===== config.mk =====
export PLATFORM = sky130hd
export DESIGN_NAME = instr_decode
export DESIGN_NICKNAME = d
export VERILOG_FILES = /design/src/rtl/instr_decode.sv
export SDC_FILE = /design/constraint.sdc
export NUM_CORES = 1
export LEC_CHECK = 0
export ABC_AREA = 0
export ABC_CLOCK_PERIOD_IN_PS = 3100
export BUFFER_PORTS_ARGS = -buffer_cell sky130_fd_sc_hd__buf_2
export CAP_MARGIN = 15
export CORE_ASPECT_RATIO = 1.1
export CORE_MARGIN = 2
export CORE_UTILIZATION = 30
export DETAILED_ROUTE_END_ITERATION = 8
export GPL_TIMING_DRIVEN = 0
export PLACE_DENSITY = 0.66
export SETUP_SLACK_MARGIN = 0.5
export SYNTH_ARGS = -nofsm -noshare
export SYNTH_HDL_FRONTEND = slang
export SYNTH_SLANG_ARGS = --single-unit

===== constraint.sdc =====
create_clock -name clk -period 3.1 [get_ports clk]
set_input_delay 0.93 -clock clk [delete_from_list [all_inputs] [get_ports clk]]
set_output_delay 0.93 -clock clk [all_outputs]
set_load 0.02 [all_outputs]

===== src/rtl/instr_decode.sv =====
// RV32I decode stage: one elastic pipeline register that splits an instruction word into
// register-select fields, immediate and format code, and counts illegal encodings.
module instr_decode #(
    parameter int unsigned XLEN  = 32,
    parameter int unsigned CNT_W = 16
) (
    input  logic             clk,
    input  logic             rst,
    input  logic             in_valid,
    output logic             in_ready,
    input  logic [31:0]      instr,
    input  logic [XLEN-1:0]  in_pc,
    output logic             out_valid,
    input  logic             out_ready,
    output logic [4:0]       rs1_addr,
    output logic [4:0]       rs2_addr,
    output logic [4:0]       rd_addr,
    output logic             rs1_en,
    output logic             rs2_en,
    output logic             rd_we,
    output logic [XLEN-1:0]  imm,
    output logic [2:0]       funct3,
    output logic [6:0]       funct7,
    output logic [2:0]       fmt,
    output logic [XLEN-1:0]  out_pc,
    output logic             illegal,
    output logic [CNT_W-1:0] illegal_cnt
);

    typedef enum logic [2:0] {
        FmtR   = 3'd0,
        FmtI   = 3'd1,
        FmtS   = 3'd2,
        FmtB   = 3'd3,
        FmtU   = 3'd4,
        FmtJ   = 3'd5,
        FmtSys = 3'd6,
        FmtIll = 3'd7
    } fmt_e;

    localparam logic [6:0] OpReg    = 7'b0110011;
    localparam logic [6:0] OpImm    = 7'b0010011;
    localparam logic [6:0] OpLoad   = 7'b0000011;
    localparam logic [6:0] OpJalr   = 7'b1100111;
    localparam logic [6:0] OpStore  = 7'b0100011;
    localparam logic [6:0] OpBranch = 7'b1100011;
    localparam logic [6:0] OpLui    = 7'b0110111;
    localparam logic [6:0] OpAuipc  = 7'b0010111;
    localparam logic [6:0] OpJal    = 7'b1101111;
    localparam logic [6:0] OpSystem = 7'b1110011;
    localparam logic [6:0] OpFence  = 7'b0001111;

    localparam logic [CNT_W-1:0] CntMax = '1;

    // Combinational decode of the incoming word
    fmt_e             dec_fmt;
    logic             dec_illegal;
    logic             dec_rs1_en;
    logic             dec_rs2_en;
    logic             dec_rd_we;
    logic [4:0]       dec_rs1_addr;
    logic [4:0]       dec_rs2_addr;
    logic [4:0]       dec_rd_addr;
    logic [31:0]      dec_imm32;
    logic [XLEN-1:0]  dec_imm;

    // Full 7-bit match also rejects words whose low two bits are not 2'b11
    always_comb begin
        dec_fmt = FmtIll;
        case (instr[6:0])
            OpReg:                   dec_fmt = FmtR;
            OpImm, OpLoad, OpJalr:   dec_fmt = FmtI;
            OpStore:                 dec_fmt = FmtS;
            OpBranch:                dec_fmt = FmtB;
            OpLui, OpAuipc:          dec_fmt = FmtU;
            OpJal:                   dec_fmt = FmtJ;
            OpSystem, OpFence:       dec_fmt = FmtSys;
            default:                 dec_fmt = FmtIll;
        endcase
    end

    always_comb begin
        dec_illegal  = (dec_fmt == FmtIll);
        dec_rs1_en   = dec_fmt inside {FmtR, FmtI, FmtS, FmtB};
        dec_rs2_en   = dec_fmt inside {FmtR, FmtS, FmtB};
        dec_rd_we    = (dec_fmt inside {FmtR, FmtI, FmtU, FmtJ}) && (instr[11:7] != 5'd0);
        dec_rs1_addr = dec_rs1_en ? instr[19:15] : 5'd0;
        dec_rs2_addr = dec_rs2_en ? instr[24:20] : 5'd0;
        dec_rd_addr  = dec_rd_we  ? instr[11:7]  : 5'd0;
    end

    always_comb begin
        dec_imm32 = 32'd0;
        case (dec_fmt)
            FmtI:    dec_imm32 = {{20{instr[31]}}, instr[31:20]};
            FmtS:    dec_imm32 = {{20{instr[31]}}, instr[31:25], instr[11:7]};
            FmtB:    dec_imm32 = {{19{instr[31]}}, instr[31], instr[7], instr[30:25],
                                  instr[11:8], 1'b0};
            FmtU:    dec_imm32 = {instr[31:12], 12'd0};
            FmtJ:    dec_imm32 = {{11{instr[31]}}, instr[31], instr[19:12], instr[20],
                                  instr[30:21], 1'b0};
            default: dec_imm32 = 32'd0;
        endcase
        dec_imm = XLEN'($signed(dec_imm32));
    end

    // Handshake
    logic valid_q;
    logic in_fire;
    logic out_fire;

    assign in_ready = !valid_q || out_ready;
    assign in_fire  = in_valid && in_ready;
    assign out_fire = valid_q && out_ready;

    // Output bundle register
    logic [4:0]       rs1_addr_q;
    logic [4:0]       rs2_addr_q;
    logic [4:0]       rd_addr_q;
    logic             rs1_en_q;
    logic             rs2_en_q;
    logic             rd_we_q;
    logic [XLEN-1:0]  imm_q;
    logic [2:0]       funct3_q;
    logic [6:0]       funct7_q;
    fmt_e             fmt_q;
    logic [XLEN-1:0]  pc_q;
    logic             illegal_q;
    logic [CNT_W-1:0] illegal_cnt_q;

    always_ff @(posedge clk) begin
        if (rst) begin
            valid_q    <= 1'b0;
            rs1_addr_q <= 5'd0;
            rs2_addr_q <= 5'd0;
            rd_addr_q  <= 5'd0;
            rs1_en_q   <= 1'b0;
            rs2_en_q   <= 1'b0;
            rd_we_q    <= 1'b0;
            imm_q      <= '0;
            funct3_q   <= 3'd0;
            funct7_q   <= 7'd0;
            fmt_q      <= FmtR;
            pc_q       <= '0;
            illegal_q  <= 1'b0;
        end else if (in_fire) begin
            valid_q    <= 1'b1;
            rs1_addr_q <= dec_rs1_addr;
            rs2_addr_q <= dec_rs2_addr;
            rd_addr_q  <= dec_rd_addr;
            rs1_en_q   <= dec_rs1_en;
            rs2_en_q   <= dec_rs2_en;
            rd_we_q    <= dec_rd_we;
            imm_q      <= dec_imm;
            funct3_q   <= instr[14:12];
            funct7_q   <= instr[31:25];
            fmt_q      <= dec_fmt;
            pc_q       <= in_pc;
            illegal_q  <= dec_illegal;
        end else if (out_fire) begin
            valid_q    <= 1'b0;
        end
    end

    always_ff @(posedge clk) begin
        if (rst) begin
            illegal_cnt_q <= '0;
        end else if (in_fire && dec_illegal && (illegal_cnt_q != CntMax)) begin
            illegal_cnt_q <= illegal_cnt_q + CNT_W'(1);
        end
    end

    assign out_valid   = valid_q;
    assign rs1_addr    = rs1_addr_q;
    assign rs2_addr    = rs2_addr_q;
    assign rd_addr     = rd_addr_q;
    assign rs1_en      = rs1_en_q;
    assign rs2_en      = rs2_en_q;
    assign rd_we       = rd_we_q;
    assign imm         = imm_q;
    assign funct3      = funct3_q;
    assign funct7      = funct7_q;
    assign fmt         = fmt_q;
    assign out_pc      = pc_q;
    assign illegal     = illegal_q;
    assign illegal_cnt = illegal_cnt_q;

endmodule


==> reports/summary.md, run 1 <==
For the number of standard cells in the final layout excluding fillers, the log shows 970. After filler insertion, the fill cell instance count of the layout stands at 1536. In the synthesized netlist the async set-or-reset flop fraction comes to 0%. The slowest stage of the critical path belongs to the cell a211oi_1. In the final routed layout, each cell accounts on average for 15.4 um. The tools report the worst max-slew margin expressed relative to the limit as 39.7%. For the insertion delay to the later sink of the worst-skew pair, the log shows 0.41 ns. Clock-pin slew of the registers on the worst-case setup and hold paths: 0.05 ns. STA classifies the critical path endpoint as a register. The analysis attributes to cell leakage a power of 0.00278 uW.

The die area is 16200 sq um. Across all layers, the routed design uses 4792 vias. Post-synthesis cell count: 562. The first global-routing pass estimated 23.2 mm of wire.

The post-route worst hold slack was 0.448 ns. The clock drives 113 sinks. For the post-layout instance area, the log shows 6360 sq um. Dividing the detail-routed via count by the number of cells gives 4.94. The count of flip-flops with a built-in enable after synthesis was 0; the final layout net count was 830. In this run the number of H-tree levels came out at 4. In this run the deepest clock path goes through 2 buffers.

The area of the mapped netlist came out at 4550 sq um. The post-placement cell area was 5720 sq um. The worst-case IR drop observed on VDD is 356 uV.

The final cycle utilization of the critical path works out to 78.6%. Entering global routing, the biggest net connects 17 pins. For the total nets after synthesis, the log shows 631. The run gives 14.9 mm as the post-detailed-routing wire length. The share of the Yosys chip area taken by registers is 49.7%. The flow ran to the end, and the final reports show no timing, DRC or antenna violations. Measured in cells, the most critical reg-to-reg path has a length of 9. The logs give 0 for the initial antenna violation count and 0 for the max-cap violation count. In the final timing run, aggregate negative setup slack is 0 ns.

Global routing finished with a remaining overflow of 0. The power density over the cells is 616 nW/um^2, and the measured slew at the worst slew-check pin is 0.896 ns. The type of element launching the critical path was an input pin. The worst register-to-register path ends at illegal_cnt[1].

For this run, the detailed router's first-pass iteration total came to 5. The post-route netlist has 29.7% of its cells at a drive strength greater than 1. Launching point of the worst reg2reg path: illegal_cnt[0]. The setup check on the worst reg-to-reg path leaves a slack of 0.69 ns. Detailed placement ended at an HPWL of 10.9 mm. The worst path required time came out at 3.39 ns. The most instantiated flip-flop cell in the synthesis netlist was dfxtp_1. Buffer and inverter count on the worst path: 2. Setup violations remaining at the end of the flow were counted as 0.

The root buffer cell chosen for the clock tree is clkbuf_16. Row generation in the floorplan step produced 47 rows. The number of hold violations in the final report was 0; the average footprint of a synthesized cell was 8.10 sq um. For the number of remaining DRC errors, the log shows 0.

TritonCTS built the clock tree. The count of port buffers added during placement was 178; the via count of the first global-routing pass was 4367. Clock tree synthesis inserted a total of 17 buffers. Counting instances, the worst hold path has a depth of 2.

Counting distinct cell types in the post-synthesis netlist gives 48. The height of the die is 133 um. For this block, the initial DRC count from the detailed router was 342. The tools report the worst endpoint data arrival time as 2.73 ns. The number of ports placed on the die boundary came out at 182. Origin of the worst min-delay path: out_pc[31]. End of the worst hold path: out_pc[31].

Once the floorplan was initialized, standard cells occupied 30.5% of the core. Setup repair after global routing left no endpoint under its margin. Buffers inserted to repair hold after CTS numbered 0. The category of the most critical setup path was in2reg. Traced cell by cell, the critical path runs through buf_2, or3b_1, a211oi_1, or3_4, buf_2, nor4_1, mux2_1.

The shortest clock period the worst path allows after layout was 2.44 ns; the antenna cell count was 0. From synthesis to final layout, the design area changed by 39.7%. The tools report the number of max-slew violations in the final report as 0. The path class of the tightest hold or removal check is reg2reg. Total routing usage reported by global routing: 18.4%. The count of nets left with antenna violations once routing finished came out at 0.

Most common cell type on the critical path: buf_2. The kind of cell adding the most delay to the critical path was simple AND/OR/NAND/NOR gates. The final weighted congestion of routability-driven global placement came out at 0.876. Yosys printed 0 warnings. The total placed cells including tap cells is 936. The synthesized design contains 113 register bits.

The core region is 14900 sq um. Derived from the worst setup path, the maximum achievable clock frequency is 410 MHz. The overall die width works out to 121 um.

Along the worst path, the maximum fanout reaches 10. For this run, the slowest stage of the critical path takes 0.42 ns. The clock arrives with 0.00766 ns of skew.
-- cell usage in the layout (no fill, tap or decap), drive strengths merged, types with 2 or more instances in the layout --
| cell | count |
|---|---|
| nand3 | 9 |
| a221oi | 4 |
| dfxtp | 113 |
| clkinv | 6 |
| nand3b | 2 |
| and4 | 4 |
| clkbuf | 53 |
| clkinvlp | 2 |
| nor2b | 2 |
| a21oi | 75 |
| or4 | 11 |
| a22oi | 22 |
| mux2 | 2 |
| a211oi | 13 |
| a31oi | 3 |
| or3 | 4 |
| and3b | 2 |
| nand2 | 118 |
| and2 | 3 |
| o21ai | 19 |
| nor4 | 4 |
| nor2 | 53 |
| o21bai | 2 |
| inv | 11 |
| nor3 | 10 |
| buf | 191 |
| and3 | 2 |
| bufinv | 3 |
| o31ai | 10 |
| nand2b | 6 |
-- state kept, by name, summed over array words and instances, names as in the netlist --
signal       count
rs2_addr         5
out_pc          32
rs2_en           1
rd_we            1
fmt              3
rs1_addr         5
out_valid        1
illegal          1
funct3           3
illegal_cnt     16
rd_addr          5
funct7           7
imm             32
rs1_en           1
-- how the worst max path moves through the flow --
stage,end,slack [ns],cells past startpoint,start
after floorplan,illegal_cnt[13],0.49,7,instr[3]
after global placement,rs1_addr[3],-0.03,8,out_ready
after detailed placement,rs1_addr[2],-0.06,8,out_ready
after CTS,imm[8],0.59,7,instr[5]
after global routing,illegal_cnt[13],0.51,9,illegal_cnt[0]
final,illegal_cnt[14],0.66,7,instr[6]
-- logic make-up (layout without fill, tap and decap cells) --
logic type	count (synthesis)	in the layout	synth area share, %
muxes	2	2	0.495
AOI/OAI and AO/OA	157	157	21.0
buffers and inverters	54	266	4.78
adders and majority gates	1	1	0.275
DFF	113	113	49.7
and+or+nand+nor	235	235	23.8
-- cell type report --
class	instances	area (sq um)	area share [%]
flip-flops and latches	113	2260	35.6
multi-input cells	395	2100	33.0
repair buffers	180	906	14.2
clock buffers	20	447	7.03
well taps	196	245	3.86
plain buffers	44	203	3.19
clock inverters	12	159	2.50
inverters	10	37.5	0.590
-- metal layers --
layer	vias up	share of wire (%)	track usage [%]
met5	-	0	0
met4	0	1.4	5.81
met3	16	6.5	5.61
met2	168	49	29.4
met1	2225	43	23.8
li1	2383	-	-
-- stage by stage --
step | power [uW] | worst slack (ns) | utilization, %
5_1_grt | 4080 | 0.513 | 42.6
3_5_place_dp | 1960 | -0.0647 | 38.3
2_1_floorplan | 1790 | 0.493 | -
4_1_cts | 3970 | 0.592 | 42.4
3_3_place_gp | 1950 | -0.0288 | 38.3
6_report | 3920 | 0.662 | 42.6
-- worst min-delay path: cells and delay by family, from the launching register on --
| family | cells | cell delay (ns) |
|---|---|---|
| AOI/OAI and AO/OA | 1 | 0.05 |
| DFF | 1 | 0.30 |
| and+or+nand+nor | 1 | 0.05 |
-- synth_stat cells (2+ instances only) --
| master | n | area [sq um] |
|---|---|---|
| a211oi_1 | 13 | 97.6 |
| o31ai_1 | 10 | 75.1 |
| or4_1 | 11 | 82.6 |
| buf_1 | 5 | 18.8 |
| dfxtp_1 | 113 | 2260 |
| buf_4 | 3 | 22.5 |
| nand2b_1 | 6 | 37.5 |
| mux2_1 | 2 | 22.5 |
| and4_1 | 4 | 35.0 |
| nor2_1 | 53 | 199 |
| o21bai_1 | 2 | 15.0 |
| nor3_1 | 10 | 50.1 |
| nand2_1 | 118 | 443 |
| nor4_1 | 3 | 18.8 |
| and2_1 | 3 | 18.8 |
| a221oi_1 | 4 | 35.0 |
| nor2b_1 | 2 | 12.5 |
| buf_2 | 3 | 15.0 |
| nand3_1 | 9 | 45.0 |
| a31oi_1 | 3 | 18.8 |
| a22oi_1 | 22 | 165 |
| inv_1 | 9 | 33.8 |
| o21ai_0 | 13 | 65.1 |
| nand3b_1 | 2 | 15.0 |
| and3_1 | 2 | 12.5 |
| a21oi_1 | 75 | 375 |
| or3_1 | 4 | 25.0 |
| clkbuf_1 | 33 | 124 |
| o21ai_1 | 6 | 30.0 |
-- power by group --
group	leakage [uW]	internal [uW]	switching, uW	total [uW]
Clock	0.000291	1290	704	1990
Combinational	0.00156	132	262	394
Sequential	0.000922	1510	25.9	1530
-- repair_timing --
| action | CTS | global route |
|---|---|---|
| setup endpoints to repair | 30 | 39 |
| gates resized for setup | 3 | 7 |
| setup buffers | 0 | 2 |
| hold endpoints to repair | 0 | 0 |
| gates cloned | 0 | 0 |
| pin swaps | 0 | 1 |
No activity file was read; power rests on OpenSTA's default activity.
==> run 2: changes to the inputs <==
Settings changed: ABC_CLOCK_PERIOD_IN_PS 3100 to 2300.
Clock period 3.1 ns to 2.3 ns, I/O delays scaled along.
==> run 2 against run 1 <==
Effect of this change: first-iteration DRC count fell by 35%; total power rose by 44%; global-route usage rose by 0.54 points; hold slack got worse by 0.0060 ns; critical path depth did not move; via count rose by 3.0%; largest power group unchanged.
==> reports/summary.md, run 2 (synthesis results as in run 1) <==
The peak supply drop is 474 uV (was 356 uV), and the static leakage power is 0.00310 uW (was 0.00278 uW). The largest net degree at the start of global routing is 17 (unchanged). The timing-limited maximum frequency is 499 MHz, and the routed length per instance is 16.1 um (was 15.4 um). Insertion delay to the later sink of the worst-skew pair: 0.42 ns (was 0.41 ns). The run gives 5 (unchanged) as the first-pass detailed-route iteration total. The total routing usage reported by global routing is 18.9% (was 18.4%).

The post-route antenna net violation count is 0 (unchanged), and the proportion of layout cells with a drive suffix above 1 is 38.8% (was 29.7%). The run gives 0.35 ns (was 0.69 ns) as the reg2reg setup slack. The maximum fanout encountered on the critical timing path is 8 (was 10), and the count of port buffers added during placement is 178 (unchanged).

The category of the most critical setup path was in2reg (unchanged). The post-layout instance area is 7040 sq um (was 6360 sq um). For the standard-cell row count, the log shows 47 (unchanged). The tools report the cell chosen for the clock root as clkbuf_16 (unchanged). The placeable core region came out at 14900 sq um (unchanged). The worst slack at placement was -0.392 ns (was -0.0647 ns); the area added between synthesis and finish was 54.7% (was 39.7%). The worst path required time came out at 2.65 ns (was 3.39 ns). For the hold-fix buffer count after cts, the log shows 0 (unchanged). The via count of the first global-routing pass is 4477 (was 4367), and the height of the die is 133 um (unchanged). The CTS buffer count came out at 17 (unchanged). The number of ports placed on the die boundary was 182 (unchanged); the shortest clock period the worst path allows after layout was 2.01 ns. The run gives 5780 sq um (was 5720 sq um) as the post-placement cell area. For the clock tree buffer depth, the log shows 2 (unchanged). The total number of clock tree sinks is 113 (unchanged). The measured slew at the worst slew-check pin is 0.596 ns (was 0.896 ns). The tools report the final setup violation count as 0 (unchanged). The most common cell after layout, fill and taps aside was buf_2 (unchanged).

The number of hold violations in the final report was 0 (unchanged); the worst endpoint data arrival time was 2.35 ns (was 2.73 ns). The final layout net count is 860 (was 830), and the post-route core utilization is 47.1% (was 42.6%). Wire length of the first global-routing pass: 23.7 mm (was 23.2 mm). The clock-pin slew of the registers on the worst-case setup and hold paths came out at 0.05 ns (about the same).

The number of max-slew violations in the final report was 0 (unchanged). The run gives 0.294 ns (was 0.662 ns) as the worst-case setup margin in the final layout. TritonCTS built the clock tree.

Number of vias in the routed layout: 4934 (was 4792). The run gives 0.856 (was 0.876) as the final weighted congestion of routability-driven global placement. Setup repair after global routing could not meet its margin everywhere.

The starting DRC count in detailed routing is 224 (was 342). The final cycle utilization of the critical path was 87.2%. The antenna cell count came out at 0 (unchanged). The run finished with clean final reports. The post-detailed-routing wire length came out at 16.1 mm (was 14.9 mm).

Initial antenna violation count: 0 (unchanged). Most used cells in the layout excluding fill and tap cells: buf_2 (177), nand2_1 (114), dfxtp_1 (107) (was buf_2 (181), nand2_1 (118), dfxtp_1 (113)). The deepest level of the CTS H-tree came out at 4 (unchanged). The post-route worst hold slack is 0.442 ns (was 0.448 ns).

The initial core utilization was 30.5% (unchanged). The worst hold-check path type was reg2reg (unchanged). For the sum of internal, switching and leakage power, the log shows 5650 uW (was 3920 uW). The type of element launching the critical path was an input pin (unchanged). The worst max-slew margin expressed relative to the limit was 60.3% (was 39.7%). The nature of the critical path endpoint is a register (unchanged). The worst clock skew is 0.00943 ns (was 0.00766 ns), and the via density per instance is 4.93 (was 4.94).

The max-cap violation count came out at 0 (unchanged). The number of remaining DRC errors was 0 (unchanged); the global-route congestion overflow total was 0 (unchanged). The detailed-placement wirelength estimate was 11.0 mm (was 10.9 mm); the die area was 16200 sq um (unchanged). The power density over the cells came out at 802 nW/um^2 (was 616 nW/um^2). The overall die width came out at 121 um (unchanged).
[run 2: changes by cell type in the layout (fill, tap and decap cells not counted), sizes merged]
cell      before  now
buf          191  222
clkinv         6    3
bufinv         3    5
clkbuf        53   55
clkinvlp       2    1
inv           11   10
[run 2: critical path, cell delays in order]
cell and delay (ns):
buf_12 0.11, or3b_1 0.21, a211oi_4 0.09, or4b_4 0.54, buf_6 0.15, or4_4 0.41, a21oi_2 0.13
[run 2: per-layer routing]
| metal | share of wire, % | global-route usage (%) | wire length (um) |
|---|---|---|---|
| met5 | 0 | 0 | 0 |
| met4 | 2.4 | 7.98 | 385 |
| met3 | 6.2 | 5.82 | 995 |
| met2 | 50 | 30.7 | 8030 |
| met1 | 42 | 23.3 | 6700 |
[run 2: what timing repair did]
| item | CTS | global route |
|---|---|---|
| setup endpoints to repair | 92 | 44 |
| pin swaps | 7 | 20 |
| setup buffers | 11 | 19 |
| cloned | 1 | 1 |
| gates resized for setup | 37 | 58 |
[run 2: where the power goes]
group	internal (uW)	switching, uW	leakage (uW)
combinational	235	383	0.00185
clock	2030	930	0.000323
sequential	2030	35.5	0.000926
[run 2: final timing paths]
path	startpoint	end	cells after the start
worst min register to register	imm[28]	imm[28]	2
worst max register to register	illegal_cnt[0]	illegal_cnt[5]	9
worst max-delay path	instr[3]	illegal_cnt[15]	7
worst min-delay path	imm[28]	imm[28]	2
[run 2: final cells by class]
| cell class | count | area (sq um) |
|---|---|---|
| Clock buffer | 23 | 488 |
| Tap cell | 196 | 245 |
| Timing Repair Buffer | 210 | 1210 |
| Multi-Input combinational cell | 395 | 2310 |
| Buffer | 44 | 295 |
| Inverter | 10 | 37.5 |
| Sequential cell | 113 | 2280 |
| Clock inverter | 9 | 176 |
| Fill cell | 1509 | 7900 |
[run 2: through the flow]
step	TNS [ns]	cells
final	0	1000
after global routing	0	1000
after CTS	0	980
after detailed placement	-3.57	936
after global placement	-3.79	936
after floorplan	-0.382	562
